$ cat src/rtl/stoch_bitgen3_pkg.sv
// ---------------------------------------------------------------------------
// stoch_pkg
// Shared definitions for the stochastic bit generator (stoch_bitgen3):
//   - state_t       : burst-controller FSM states (IDLE / RUN / DONE)
//   - LFSR_TAPS8    : feedback tap mask for the 8-bit x^8+x^6+x^5+x^4+1 LFSR
//   - SEEDx_DEF     : default nonzero seeds of the three stream LFSRs
// No ports; imported by stoch_lfsr and stoch_bitgen3.
// ---------------------------------------------------------------------------
package stoch_pkg;

    typedef enum logic [1:0] {
        IDLE = 2'd0,
        RUN  = 2'd1,
        DONE = 2'd2
    } state_t;

    // Bit i set means register bit i feeds the XOR: x^8->q[7], x^6->q[5],
    // x^5->q[4], x^4->q[3].
    localparam logic [7:0] LFSR_TAPS8 = 8'hB8;

    localparam logic [7:0] SEED0_DEF = 8'h01;
    localparam logic [7:0] SEED1_DEF = 8'h5A;
    localparam logic [7:0] SEED2_DEF = 8'hC3;

endpackage

$ cat src/rtl/stoch_bitgen3_if.sv
// ---------------------------------------------------------------------------
// stoch_bitgen3_if
// Request / stream bundle of stoch_bitgen3.
//   LOAD    start request            (master -> slave)
//   ProbIN  probability word, Psize  (master -> slave)
//   Len     bits per stream, Lsize   (master -> slave)
//   BitOUT  three stochastic bits    (slave -> master)
//   VALID   BitOUT meaningful        (slave -> master)
//   BUSY    burst in progress        (slave -> master)
//   DONE    end-of-burst pulse       (slave -> master)
// ---------------------------------------------------------------------------
interface stoch_bitgen3_if #(
    parameter int Psize = 8,
    parameter int Lsize = 10
);
    logic             LOAD;
    logic [Psize-1:0] ProbIN;
    logic [Lsize-1:0] Len;
    logic [2:0]       BitOUT;
    logic             VALID;
    logic             BUSY;
    logic             DONE;

    modport master (
        output LOAD, ProbIN, Len,
        input  BitOUT, VALID, BUSY, DONE
    );

    modport slave (
        input  LOAD, ProbIN, Len,
        output BitOUT, VALID, BUSY, DONE
    );
endinterface

$ cat src/rtl/stoch_lfsr.sv
// ---------------------------------------------------------------------------
// stoch_lfsr
// Maximal-length Fibonacci LFSR, shifting towards the MSB with the XOR of
// the tapped bits entering at bit 0. Never holds zero when seeded nonzero.
//   CLK     clock, rising edge
//   INIT_N  asynchronous active-low reset, loads SEED
//   EN      advance one step this cycle
//   Q       current LFSR state, WIDTH bits
// ---------------------------------------------------------------------------
module stoch_lfsr
    import stoch_pkg::*;
#(
    parameter int               WIDTH = 8,
    parameter logic [WIDTH-1:0] SEED  = WIDTH'(1)
) (
    input  logic             CLK,
    input  logic             INIT_N,
    input  logic             EN,
    output logic [WIDTH-1:0] Q
);
    localparam logic [WIDTH-1:0] TAPS = WIDTH'(LFSR_TAPS8);

    logic feedback;

    assign feedback = ^(Q & TAPS);

    // NOTE: sequential state uses non-blocking (<=) so every flop samples
    // pre-edge values regardless of process evaluation order.
    always_ff @(posedge CLK or negedge INIT_N) begin
        if (!INIT_N) begin
            Q <= SEED;
        end else if (EN) begin
            Q <= {Q[WIDTH-2:0], feedback};
        end
    end
endmodule

$ cat src/rtl/stoch_bitgen3.sv
// ---------------------------------------------------------------------------
// stoch_bitgen3
// Binary-to-stochastic converter: on an accepted LOAD it latches a
// probability word and a length, then emits Len cycles of three independent
// stochastic bits whose ones-density is P_eff / (2^Psize - 1).
//   CLK     clock, rising edge
//   INIT_N  asynchronous active-low reset; aborts a burst without DONE
//   bus     stoch_bitgen3_if.slave: LOAD, ProbIN, Len in;
//           BitOUT, VALID, BUSY, DONE out (all registered)
// Build option: define STOCH_BIPOLAR_EN to treat ProbIN as two's complement
// (P_eff = ProbIN ^ 2^(Psize-1)); otherwise ProbIN is an unsigned probability.
// ---------------------------------------------------------------------------
module stoch_bitgen3
    import stoch_pkg::*;
#(
    parameter int               Psize = 8,
    parameter int               Lsize = 10,
    parameter logic [Psize-1:0] SEED0 = SEED0_DEF,
    parameter logic [Psize-1:0] SEED1 = SEED1_DEF,
    parameter logic [Psize-1:0] SEED2 = SEED2_DEF
) (
    input logic            CLK,
    input logic            INIT_N,
    stoch_bitgen3_if.slave bus
);
    state_t           state;
    state_t           state_nxt;
    logic [Psize-1:0] p_reg;
    logic [Psize-1:0] p_eff;
    logic [Lsize-1:0] l_reg;
    logic [Lsize-1:0] cnt;
    logic [Psize-1:0] lfsr_q [3];
    logic [2:0]       bit_out;
    logic             valid_q;
    logic             busy_q;
    logic             done_q;
    logic             run;
    logic             last_bit;

    assign run      = (state == RUN);
    assign last_bit = (cnt == l_reg - Lsize'(1));

`ifdef STOCH_BIPOLAR_EN
    // Offset binary: flipping the sign bit maps -2^(Psize-1) to 0.
    assign p_eff = p_reg ^ (Psize'(1) << (Psize - 1));
`else
    assign p_eff = p_reg;
`endif

    stoch_lfsr #(.WIDTH(Psize), .SEED(SEED0)) u_lfsr0 (
        .CLK(CLK), .INIT_N(INIT_N), .EN(run), .Q(lfsr_q[0])
    );
    stoch_lfsr #(.WIDTH(Psize), .SEED(SEED1)) u_lfsr1 (
        .CLK(CLK), .INIT_N(INIT_N), .EN(run), .Q(lfsr_q[1])
    );
    stoch_lfsr #(.WIDTH(Psize), .SEED(SEED2)) u_lfsr2 (
        .CLK(CLK), .INIT_N(INIT_N), .EN(run), .Q(lfsr_q[2])
    );

    always_ff @(posedge CLK or negedge INIT_N) begin
        if (!INIT_N) begin
            state <= IDLE;
        end else begin
            state <= state_nxt;
        end
    end

    // NOTE: state_nxt gets its default before the case so no path leaves it
    // unassigned, which would otherwise infer a latch.
    always_comb begin
        state_nxt = state;
        unique case (state)
            IDLE: if (bus.LOAD) state_nxt = (bus.Len == '0) ? DONE : RUN;
            RUN:  if (last_bit) state_nxt = DONE;
            DONE: state_nxt = IDLE;
            default: state_nxt = IDLE;
        endcase
    end

    // Outputs are registered from the pre-edge state, so VALID/BUSY/DONE lag
    // the FSM by one edge: DONE pulses while the FSM is already back in IDLE.
    always_ff @(posedge CLK or negedge INIT_N) begin
        if (!INIT_N) begin
            p_reg   <= '0;
            l_reg   <= '0;
            cnt     <= '0;
            bit_out <= 3'b000;
            valid_q <= 1'b0;
            busy_q  <= 1'b0;
            done_q  <= 1'b0;
        end else begin
            if (state == IDLE && bus.LOAD) begin
                p_reg <= bus.ProbIN;
                l_reg <= bus.Len;
                cnt   <= '0;
            end else if (run) begin
                cnt <= cnt + Lsize'(1);
            end
            // Compare against the pre-step LFSR value; over a full period of
            // 2^Psize-1 steps exactly P_eff values satisfy lfsr <= P_eff.
            for (int k = 0; k < 3; k++) begin
                bit_out[k] <= run && (lfsr_q[k] <= p_eff);
            end
            valid_q <= run;
            busy_q  <= (state != IDLE);
            done_q  <= (state == DONE);
        end
    end

    assign bus.BitOUT = bit_out;
    assign bus.VALID  = valid_q;
    assign bus.BUSY   = busy_q;
    assign bus.DONE   = done_q;
endmodule

$ cat src/flat_wrapper.sv
// flat-port wrapper written by rule: the top's interface ports become plain ports
module stoch_bitgen3_flat import stoch_pkg::*;
#(
    parameter int               Psize = 8,
    parameter int               Lsize = 10,
    parameter logic [Psize-1:0] SEED0 = SEED0_DEF,
    parameter logic [Psize-1:0] SEED1 = SEED1_DEF,
    parameter logic [Psize-1:0] SEED2 = SEED2_DEF
)
  (CLK, INIT_N, bus_LOAD, bus_ProbIN, bus_Len, bus_BitOUT, bus_VALID, bus_BUSY, bus_DONE);
  stoch_bitgen3_if #(.Psize(Psize), .Lsize(Lsize)) bus_i ();
  input logic CLK;
  input logic INIT_N;
  input wire logic [$bits(bus_i.LOAD)-1:0] bus_LOAD;
  input wire logic [$bits(bus_i.ProbIN)-1:0] bus_ProbIN;
  input wire logic [$bits(bus_i.Len)-1:0] bus_Len;
  output wire logic [$bits(bus_i.BitOUT)-1:0] bus_BitOUT;
  output wire logic [$bits(bus_i.VALID)-1:0] bus_VALID;
  output wire logic [$bits(bus_i.BUSY)-1:0] bus_BUSY;
  output wire logic [$bits(bus_i.DONE)-1:0] bus_DONE;
  assign bus_i.LOAD = bus_LOAD;
  assign bus_i.ProbIN = bus_ProbIN;
  assign bus_i.Len = bus_Len;
  assign bus_BitOUT = bus_i.BitOUT;
  assign bus_VALID = bus_i.VALID;
  assign bus_BUSY = bus_i.BUSY;
  assign bus_DONE = bus_i.DONE;
  stoch_bitgen3 #(.Psize(Psize), .Lsize(Lsize), .SEED0(SEED0), .SEED1(SEED1), .SEED2(SEED2)) u_core (.CLK(CLK), .INIT_N(INIT_N), .bus(bus_i));
endmodule
$ cat config.mk
export PLATFORM = sky130hd
export DESIGN_NAME = stoch_bitgen3_flat
export DESIGN_NICKNAME = d
export VERILOG_FILES = /design/src/rtl/stoch_bitgen3_pkg.sv /design/src/rtl/stoch_bitgen3_if.sv /design/src/rtl/stoch_lfsr.sv /design/src/rtl/stoch_bitgen3.sv /design/src/flat_wrapper.sv
export SDC_FILE = /design/constraint.sdc
export NUM_CORES = 1
export LEC_CHECK = 0
export BUFFER_PORTS_ARGS = -buffer_cell sky130_fd_sc_hd__buf_4
export CAP_MARGIN = 20
export CORE_UTILIZATION = 50
export DETAILED_ROUTE_END_ITERATION = 6
export PLACE_DENSITY = 0.69
export SYNTH_ARGS = -nofsm -noshare
export SYNTH_HDL_FRONTEND = slang
export SYNTH_SLANG_ARGS = --single-unit
$ cat constraint.sdc
create_clock -name CLK -period 5.4 [get_ports CLK]
set_input_delay 0.54 -clock CLK [delete_from_list [all_inputs] [get_ports CLK]]
set_output_delay 0.54 -clock CLK [all_outputs]
set_load 0.01 [all_outputs]
==> results.yml <==
critical_path:
  timing_worst_setup_path_type: "flop to flop"
  element_type_at_the_critical_path_end: "flop"
  crit_path_top_delay_cell: "clkinv_1"
  cp_launch_type: "flop"
  worst-path-max-fanout: 42
  timing.critical_path.cells: "nand2b_1 -> buf_4 -> clkinv_1 -> and3_1 -> nand3_1 -> xor2_1 -> nor2_1"
  worst_ep_arrival_time_ps: 2650
  timing.critical_path.required_ps: 5580
  slowest_cell_delay_on_critical_path_ps: 710
floorplan:
  floorplan.die_area_mm2: 0.00682
  ios: 27
  die_width_um: 82.6
  initial_utilization: 0.514
  coreArea_mm2: 0.00631
  dieHeight_um: 82.6
  std_cell_rows: 29
power_and_ir_drop:
  leakage_uw: 0.00176
  combinationalPowerShare: 0.352
  power.sequential.fraction: 0.401
  power_frac_clock: 0.247
  netSwitchingFraction: 0.371
  power_density_over_the_cells_mw_per_mm2: 447
  ir_worst_vdd_mv: 0.330
  p_int_uw: 1030
  netSwitchingPower_uw: 611
yosys:
  yosys_warnings: 0
  yosys_most_used_dff: "dfrtp_1"
  yosysTopAreaCellShare: 0.393
  synthDominantAreaCellType: "dfrtp_1"
  ys_ff_latch: 60
  seq_total_area_yosys: 0.466
  yosys_cell_types: 39
  synth.top_cells.by_area: "dfrtp_1 39%, nand2_1 12%, ha_1 10%"
  async_flop_share: 1.00
  syn_area_mm2: 0.00325
  postSynthNetCount: 408
  synth_area_per_cell_um2: 9.00
  netlist_instances: 361
  synth_edf_count: 0
route:
  ant_nets: 0
  detail_route.first_pass.iterations: 6
  route.final.wire_length_mm: 6.47
  drc: 2
  route.detailed.vias_per_inst: 5.30
  vias_after_detailed_routing: 2463
  route.detailed.wl_per_inst_um: 13.9
  initial_drc_count: 146
run_status:
  status: "finished with violations"
  failed_checks: "design-rule violations"
clock_tree:
  cts.htree.levels: 3
  cts_made_buffers: 9
  post_cts_buffers: 0
  max-clock-path-buffers: 2
  clkTransAtPathRegs_ps: 60
  tritoncts: "yes"
  cts.sinks: 60
  clkLatencyLatePin_ps: 330
  cts.root.buffer_cell: "clkbuf_8"
  cts_resized: 0
  cts_hold_buffers: 0
sta:
  final-max-slew-violation-count: 0
  worst_slew_pin_slew_ps: 1010
  setup_total_negative_slack_ps: 0
  setup_skew_after_layout_ps: 6.78
  rsz0062_at_grt: "false"
  final.period_utilization: 0.457
  maxSlewHeadroom: 0.325
  final_critical_path_setup_slack_ps: 2930
  min_period_ps: 2470
  setup_violations: 0
  timing.final.hold_violations: 0
  maximum_clock_rate_mhz: 405
final_layout:
  syn2layout_area_growth_pct: 13.1
  num_antenna_cells: 0
  finish.net_count: 430
  mostFrequentLayoutCells: "103 x nand2_1, 51 x dfrtp_1, 34 x o21ai_0"
  post_route_cells_drive_above_1_share: 0.139
  layout_commonest_cell: "nand2_1"
place:
  placement.setup.worst_slack_ps: 2910
  port-buffer-count: 26
  place.gp.congestion: 0.764
  dpl.hpwl_mm: 4.47
global_routing:
  largest_net_degree_at_the_start_of_global_routing: 61
  global_route.usage.total: 0.208
  grt_first_pass_wirelength_mm: 10.4
  antenna_violations_before_repair: 0
  globalRouteOverflowTotal: 0
  grt_pass1_vias: 2225
job:
  drv_cap: 0
hold_path:
  path_type_of_the_worst_min_delay_path: "input port to async pin"
[stage by stage]
step / instance area (um2) / std cells / total power (uW) / utilization / hold WS, ps
final: 3670 / 465 / 1640 / 0.582 / 268
after global routing: 3670 / 465 / 1770 / 0.582 / 324
after CTS: 3670 / 465 / 1670 / 0.582 / 297
after detailed placement: 3480 / 449 / 1250 / 0.551 / 469
after global placement: 3480 / 449 / 1220 / 0.551 / 455
after floorplan: 3250 / 361 / 1090 / - / 244
[cell usage after synthesis (2+ instances only)]
cell type / n
a21o_1: 6
a21oi_1: 10
a31oi_1: 3
and3_1: 2
clkbuf_1: 14
dfrtp_1: 51
dfstp_2: 9
ha_1: 26
inv_1: 16
nand2_1: 103
nand2b_1: 4
nand3_1: 10
nand4_1: 8
nor2_1: 9
nor2b_1: 4
nor3_1: 2
nor4_1: 5
o2111ai_1: 2
o21ai_0: 34
or2_2: 3
xnor2_1: 21
xor2_1: 2
[final timing paths]
kind,cells after the start,start,to,slack (ps)
setup / recovery,7,u_core.state[0],u_core.cnt[9],2930
hold / removal,1,INIT_N,u_core.bus.DONE,270
setup reg to reg,7,u_core.state[0],u_core.cnt[9],2930
hold reg to reg,2,u_core.u_lfsr2.Q[0],u_core.u_lfsr2.Q[0],480
max in group asynchronous,1,INIT_N,u_core.u_lfsr0.Q[7],4630
min in group CLK,3,bus_ProbIN[0],u_core.p_eff[0],400
[critical path: cells and delay by family (launching register included)]
family,cells,cell delay [ps]
buffers and inverters,2,1070
flip-flops,1,400
AND/OR/NAND/NOR,4,690
XOR/XNOR,1,150
[metal layers]
metal | GRT usage | wire length (um) | share of wire | up-vias
met5 | 0 | 0 | 0 | -
met4 | 0.0672 | 120 | 0.019 | 0
met3 | 0.0692 | 187 | 0.029 | 10
met2 | 0.350 | 3330 | 0.51 | 35
met1 | 0.249 | 2840 | 0.44 | 1167
li1 | - | - | - | 1251
[power by group through the flow]
stage	clock, uW	combinational [uW]	sequential (uW)
floorplan	0	461	626
global placement	0	558	665
detailed placement	0	579	669
CTS	416	589	661
global route	437	663	675
finish	406	579	659
[cells by family after synthesis]
kind of cell    after synthesis  share of synthesized area
fa+ha+maj                    26                      0.100
mux                           1                    0.00308
compound gates               61                      0.107
xor+xnor                     23                     0.0620
buf+inv                      33                     0.0408
flops                        60                      0.466
simple gates                157                      0.221
[final cells by class]
type                    count  area, um2
well taps                  77       96.3
clock buffers              15        166
inverters                  17       63.8
flip-flops and latches     60       1510
fillers                   569       2640
repair buffers             27        203
multi-input cells         268       1600
clock inverters             1       30.0
(Power assumes the default switching activity.)
